<file path="src/rtl/bcast_fanout.sv">
// Collective-tree broadcast fan-out: one accepted flit becomes one rewritten copy
// per selected torus neighbour (plus an optional local copy), in ascending port order.
module bcast_fanout #(
  parameter int          FlitWidth = 82,
  parameter logic [2:0]  rank_x    = 3'b0,
  parameter logic [2:0]  rank_y    = 3'b0,
  parameter logic [2:0]  rank_z    = 3'b0,
  parameter int          DimSize   = 8
) (
  input  logic                 clk,
  input  logic                 rst,
  input  logic [FlitWidth-1:0] in_flit,
  input  logic [6:0]           in_mask,
  input  logic                 in_valid,
  output logic                 in_ready,
  output logic [FlitWidth-1:0] out_flit,
  output logic [2:0]           out_port,
  output logic                 out_valid,
  input  logic                 out_ready,
  output logic                 done,
  output logic                 busy
);

  localparam logic [2:0] DMAX = 3'(DimSize - 1);

  typedef enum logic {IDLE, SEND} state_t;

  state_t      state_q, state_d;
  logic [62:0] hold;
  logic [6:0]  pend;
  logic [6:0]  rem;
  logic [2:0]  first_idx, next_idx;
  logic        accept, hs;
  logic        unused_bits;

  // Routing/header fields of the incoming flit are replaced in every copy.
  assign unused_bits = ^in_flit[80:63];

  function automatic logic [2:0] lowest(input logic [6:0] m);
    lowest = 3'd0;
    for (int i = 6; i >= 0; i--) begin
      if (m[i]) lowest = 3'(i);
    end
  endfunction

  function automatic logic [2:0] step(input logic [2:0] c, input logic up);
    if (up) step = (c == DMAX) ? 3'd0 : c + 3'd1;
    else    step = (c == 3'd0) ? DMAX : c - 3'd1;
  endfunction

  function automatic logic [FlitWidth-1:0] build_copy(input logic [62:0] h, input logic [2:0] port);
    logic [2:0] dx, dy, dz;
    dx = rank_x;
    dy = rank_y;
    dz = rank_z;
    case (port)
      3'd0:    dx = step(rank_x, 1'b1);
      3'd1:    dx = step(rank_x, 1'b0);
      3'd2:    dy = step(rank_y, 1'b1);
      3'd3:    dy = step(rank_y, 1'b0);
      3'd4:    dz = step(rank_z, 1'b1);
      3'd5:    dz = step(rank_z, 1'b0);
      default: ;
    endcase
    build_copy = {1'b1, dz, dy, dx, rank_z, rank_y, rank_x, h};
  endfunction

  always_ff @(posedge clk or negedge rst) begin
    if (!rst) state_q <= IDLE;
    else      state_q <= state_d;
  end

  always_comb begin
    in_ready  = (state_q == IDLE);
    out_valid = (state_q == SEND);
    busy      = (state_q == SEND);
    accept    = in_valid && in_ready;
    hs        = out_valid && out_ready;
    // out_port doubles as the index of the copy currently on offer
    rem       = pend & ~(7'd1 << out_port);
    first_idx = lowest(in_mask);
    next_idx  = lowest(rem);
    state_d   = state_q;
    case (state_q)
      IDLE:    if (accept && in_flit[81] && (in_mask != 7'd0)) state_d = SEND;
      SEND:    if (hs && (rem == 7'd0)) state_d = IDLE;
      default: state_d = IDLE;
    endcase
  end

  always_ff @(posedge clk or negedge rst) begin
    if (!rst) begin
      hold     <= '0;
      pend     <= '0;
      out_flit <= '0;
      out_port <= '0;
      done     <= 1'b0;
    end else begin
      done <= 1'b0;
      if (accept) begin
        hold <= in_flit[62:0];
        pend <= in_mask;
        if (in_flit[81]) begin
          if (in_mask == 7'd0) begin
            done <= 1'b1;
          end else begin
            out_flit <= build_copy(in_flit[62:0], first_idx);
            out_port <= first_idx;
          end
        end
      end else if (hs) begin
        pend <= rem;
        if (rem != 7'd0) begin
          out_flit <= build_copy(hold, next_idx);
          out_port <= next_idx;
        end else begin
          done <= 1'b1;
        end
      end
    end
  end

endmodule

</file>
<file path="config.mk">
export PLATFORM = sky130hd
export DESIGN_NAME = bcast_fanout
export DESIGN_NICKNAME = d
export VERILOG_FILES = /design/src/rtl/bcast_fanout.sv
export SDC_FILE = /design/constraint.sdc
export NUM_CORES = 1
export LEC_CHECK = 0
export BUFFER_PORTS_ARGS = -buffer_cell sky130_fd_sc_hd__buf_4
export CORE_MARGIN = 3
export CORE_UTILIZATION = 32
export DETAILED_ROUTE_END_ITERATION = 10
export PLACE_DENSITY = 0.61
export SETUP_SLACK_MARGIN = 0.5
export SLEW_MARGIN = 40
export SYNTH_ARGS = -nofsm -noshare
export SYNTH_HDL_FRONTEND = slang
export SYNTH_SLANG_ARGS = --single-unit
</file>
<file path="constraint.sdc">
create_clock -name clk -period 2.74 [get_ports clk]
set_input_delay 0.274 -clock clk [delete_from_list [all_inputs] [get_ports clk]]
set_output_delay 0.274 -clock clk [all_outputs]
set_load 0.02 [all_outputs]
</file>
==> impl_metrics.xml <==
<?xml version="1.0" encoding="UTF-8"?>
<metrics>
  <group name="run_status">
    <metric name="status" unit="">complete, no violations</metric>
  </group>
  <group name="yosys">
    <metric name="syn_area" unit="sq um">5977</metric>
    <metric name="ys_async_sr_fraction" unit="">1.000</metric>
    <metric name="syn_avg_cell_area" unit="sq um">10.97</metric>
    <metric name="synth_top_flop_cell" unit="">sky130_fd_sc_hd__dfrtp_1</metric>
    <metric name="yosys.cell_types.count" unit="">39</metric>
    <metric name="synthTopCellsByArea" unit="">sky130_fd_sc_hd__dfrtp_1 61%, sky130_fd_sc_hd__nand2_1 13%, sky130_fd_sc_hd__mux2_2 13%</metric>
    <metric name="synth-edff-count" unit="">0</metric>
    <metric name="synth_warnings" unit="">0</metric>
    <metric name="synth_seq_cells" unit="">145</metric>
    <metric name="seq_area_frac_synth" unit="">0.6071</metric>
    <metric name="synth_top_cell_by_area" unit="">sky130_fd_sc_hd__dfrtp_1</metric>
    <metric name="syn-instance-count" unit="">545</metric>
    <metric name="synth_top_cell_area_share" unit="">0.6071</metric>
  </group>
  <group name="floorplan">
    <metric name="area_of_the_core" unit="sq um">18150</metric>
    <metric name="initial_utilization" unit="">0.3294</metric>
    <metric name="ports" unit="">182</metric>
    <metric name="dieWidth" unit="microns">142.7</metric>
    <metric name="die_height" unit="microns">142.7</metric>
    <metric name="rows" unit="">49</metric>
    <metric name="fp.dieArea" unit="sq um">20350</metric>
  </group>
  <group name="job">
    <metric name="cap_violations" unit="">0</metric>
  </group>
  <group name="final_layout">
    <metric name="num-nets-final" unit="">809</metric>
    <metric name="area_delta_synth_final" unit="%">40.61</metric>
    <metric name="post_route_cells_drive_above_1_share" unit="">0.4019</metric>
    <metric name="fillCellCount" unit="">1694</metric>
    <metric name="diode_insertion_count_for_antenna_repair" unit="">0</metric>
  </group>
  <group name="power_and_ir_drop">
    <metric name="p_clk_frac" unit="">0.219</metric>
    <metric name="worst_ir_drop_vdd" unit="mV">0.6090</metric>
    <metric name="design_power_total" unit="W">0.01104</metric>
    <metric name="power.combinational.fraction" unit="">0.447</metric>
    <metric name="pwr_density_cell" unit="nW/um^2">1314</metric>
    <metric name="power.leakage" unit="nW">4.304</metric>
    <metric name="sequential_fraction_of_design_power" unit="">0.334</metric>
    <metric name="p_int" unit="W">0.007215</metric>
    <metric name="p_sw_frac" unit="">0.3467</metric>
    <metric name="power.switching" unit="W">0.003828</metric>
  </group>
  <group name="placed_design">
    <metric name="gpl.final_weighted_congestion" unit="">0.8368</metric>
    <metric name="detailedPlacementHpwl" unit="microns">9232</metric>
    <metric name="port-buffer-count" unit="">154</metric>
  </group>
  <group name="clock_network">
    <metric name="tritoncts_buffers" unit="">17</metric>
    <metric name="ctsHtreeMaxLevel" unit="">4</metric>
    <metric name="clk_pin_slew_worst_paths" unit="ns">0.06</metric>
    <metric name="clk-insertion-delay-late" unit="ns">0.41</metric>
    <metric name="clk_sink_count" unit="">145</metric>
    <metric name="max_root_sink_buffers" unit="">2</metric>
    <metric name="clk_root_buffer_cell" unit="">sky130_fd_sc_hd__clkbuf_16</metric>
    <metric name="tritoncts" unit="">yes</metric>
  </group>
  <group name="critical_path">
    <metric name="path_class" unit="">flop to flop</metric>
    <metric name="timing.critical_path.arrival" unit="ns">2.65</metric>
    <metric name="type_of_destination_of_the_critical_path" unit="">flop</metric>
    <metric name="timing.critical_path.required" unit="ns">3.03</metric>
    <metric name="timing.critical_path.from_type" unit="">flop</metric>
    <metric name="crit_fanout" unit="">9</metric>
  </group>
  <group name="global_route">
    <metric name="grt_pass1_wl" unit="microns">22820</metric>
    <metric name="grt_pass1_vias" unit="">4530</metric>
    <metric name="antenna_found_initial" unit="">0</metric>
    <metric name="grt_util_all_layers" unit="">0.1423</metric>
    <metric name="grt_max_degree" unit="">65</metric>
    <metric name="grt.overflow.total" unit="">0</metric>
  </group>
  <group name="routing">
    <metric name="remaining_drc_errors" unit="">0</metric>
    <metric name="antenna_left" unit="">0</metric>
    <metric name="routed_wirelength" unit="microns">14800</metric>
    <metric name="drt-initial-drc-count" unit="">143</metric>
    <metric name="drt_first_pass_iters" unit="">4</metric>
    <metric name="wire_per_inst" unit="microns">15.44</metric>
    <metric name="via_per_inst" unit="">4.639</metric>
    <metric name="vias" unit="">4444</metric>
  </group>
  <group name="sta">
    <metric name="timing_max_transition_violations_final" unit="">0</metric>
    <metric name="slew-limit-headroom" unit="">0.6197</metric>
    <metric name="final_period_minus_worst_setup_slack" unit="ns">2.362</metric>
    <metric name="setup_violations" unit="">0</metric>
    <metric name="rsz0062_at_grt" unit="">true</metric>
    <metric name="fmax" unit="GHz">0.4234</metric>
    <metric name="timing.final.crit_share" unit="">0.8619</metric>
    <metric name="final.setup.tns" unit="ns">0</metric>
    <metric name="finalHoldViolCount" unit="">0</metric>
    <metric name="worstMarginPinSlew" unit="ns">0.5705</metric>
    <metric name="clock_skew" unit="ns">0.009138</metric>
  </group>
  <group name="hold_path">
    <metric name="hp-class" unit="">input port to flop</metric>
  </group>
</metrics>
==> power by group through the flow <==
stage          combinational [W]  clock, W  sequential, W
6_report                 0.00493   0.00242        0.00369
3_3_place_gp             0.00401         0        0.00367
4_1_cts                  0.00448   0.00249        0.00369
2_1_floorplan            0.00223         0        0.00416
5_1_grt                  0.00536   0.00258        0.00379
3_5_place_dp             0.00411         0        0.00372
==> cells by family after synthesis <==
logic type	count (synthesis)	share of synthesized area
buffers and inverters	45	0.04605
DFF	145	0.6071
AOI/OAI and AO/OA	46	0.05129
and+or+nand+nor	237	0.1618
other	1	0.0006274
muxes	71	0.1331
==> path summary, 6_finish.rpt <==
path | startpoint | endpoint | slack (ns) | cells past startpoint
max in group asynchronous | rst | hold[32] | 1.57 | 3
min reg2reg | hold[21] | hold[21] | 0.47 | 2
min | in_flit[6] | hold[6] | 0.06 | 3
max reg2reg | out_port[0] | out_flit[39] | 0.38 | 7
max | out_port[0] | out_flit[39] | 0.38 | 7
min in group asynchronous | rst | pend[6] | 0.41 | 2
==> metal layers <==
layer	wire, microns	global-route usage	part of all wire
met1	6645	0.1816	0.45
met3	808	0.04287	0.055
met4	299	0.05103	0.020
met5	0	0	0
met2	7042	0.2302	0.48
==> sequential cells by signal, indices dropped and copies added (netlist names) <==
name and count:
hold 63, out_flit 70, out_port 3, done 1
pend 7, busy 1
==> cells in the final DEF, fill, tap and decap left out, drive strengths merged, types with 2 or more instances in the layout <==
cell type,synthesis,layout
bufinv,0,3
nor3b,4,4
conb,1,9
clkbuf,19,29
nand3b,2,2
o22ai,3,3
buf,22,179
mux2,68,68
clkinvlp,0,2
nand3,2,2
clkinv,0,2
o31ai,3,3
a21o,4,4
a31oi,2,2
nor3,3,3
mux2i,3,3
o211ai,2,2
inv,4,5
a32oi,2,2
nor2b,2,2
o21ai,17,17
a21oi,7,7
dfrtp,145,145
nand2,204,204
nor2,9,9
or3,2,2
nand2b,5,5
a221oi,2,2
==> Yosys cell counts, types with 2 or more instances <==
library cell                 n
sky130_fd_sc_hd__nand3_1     2
sky130_fd_sc_hd__a21o_1      4
sky130_fd_sc_hd__a21oi_1     7
sky130_fd_sc_hd__nor2_1      9
sky130_fd_sc_hd__o211ai_1    2
sky130_fd_sc_hd__o22ai_1     3
sky130_fd_sc_hd__mux2i_1     3
sky130_fd_sc_hd__nand3b_1    2
sky130_fd_sc_hd__inv_1       4
sky130_fd_sc_hd__buf_4      15
sky130_fd_sc_hd__a32oi_1     2
sky130_fd_sc_hd__nor3_1      3
sky130_fd_sc_hd__clkbuf_1   19
sky130_fd_sc_hd__nand2_1   204
sky130_fd_sc_hd__mux2_2     68
sky130_fd_sc_hd__dfrtp_1   145
sky130_fd_sc_hd__o21ai_0    17
sky130_fd_sc_hd__nor3b_1     4
sky130_fd_sc_hd__o31ai_1     3
sky130_fd_sc_hd__buf_6       5
sky130_fd_sc_hd__nand2b_1    5
sky130_fd_sc_hd__nor2b_1     2
==> area by class of cell <==
class,count,area (sq um),share of cell area
sequential,145,3633,0.4323
multi-input combinational,363,2212,0.2632
timing repair buffer,185,1632,0.1941
clock buffer,24,501.7,0.05970
tap,229,286.5,0.03409
clock inverter,8,123.9,0.01474
inverter,4,15.01,0.001787
==> what timing repair did <==
| item | CTS | global route |
|---|---|---|
| gates resized for setup | 9 | 26 |
| hold endpoints to repair | 58 | 0 |
| cloned | 4 | 6 |
| pin swaps | 1 | 1 |
| hold buffers | 1 | 0 |
| endpoints found under the setup margin | 69 | 72 |
| setup buffers | 7 | 5 |
==> worst max-delay path: stages, from the launching register on <==
cell and delay (ns):
sky130_fd_sc_hd__dfrtp_2 0.47, sky130_fd_sc_hd__mux2_4 0.32, sky130_fd_sc_hd__o22a_1 0.18, sky130_fd_sc_hd__or3_4 0.34
sky130_fd_sc_hd__a31oi_4 0.23, sky130_fd_sc_hd__buf_8 0.20, sky130_fd_sc_hd__buf_16 0.15, sky130_fd_sc_hd__mux2_2 0.34
==> metrics by stage <==
step / hold slack, ns / setup slack [ns] / cell area [sq um] / utilization / cells
detailed placement: 0.2912 / 0.2968 / 7310 / 0.4028 / 903
global placement: 0.2829 / 0.3376 / 7310 / 0.4028 / 903
global route: 0.06268 / 0.3326 / 8404 / 0.4631 / 958
CTS: 0.04054 / 0.3883 / 8123 / 0.4476 / 947
finish: 0.06334 / 0.3783 / 8404 / 0.4631 / 958
floorplan: -0.02159 / 0.4890 / 6026 / - / 553
Note: power is estimated with default switching activity, not from simulation.
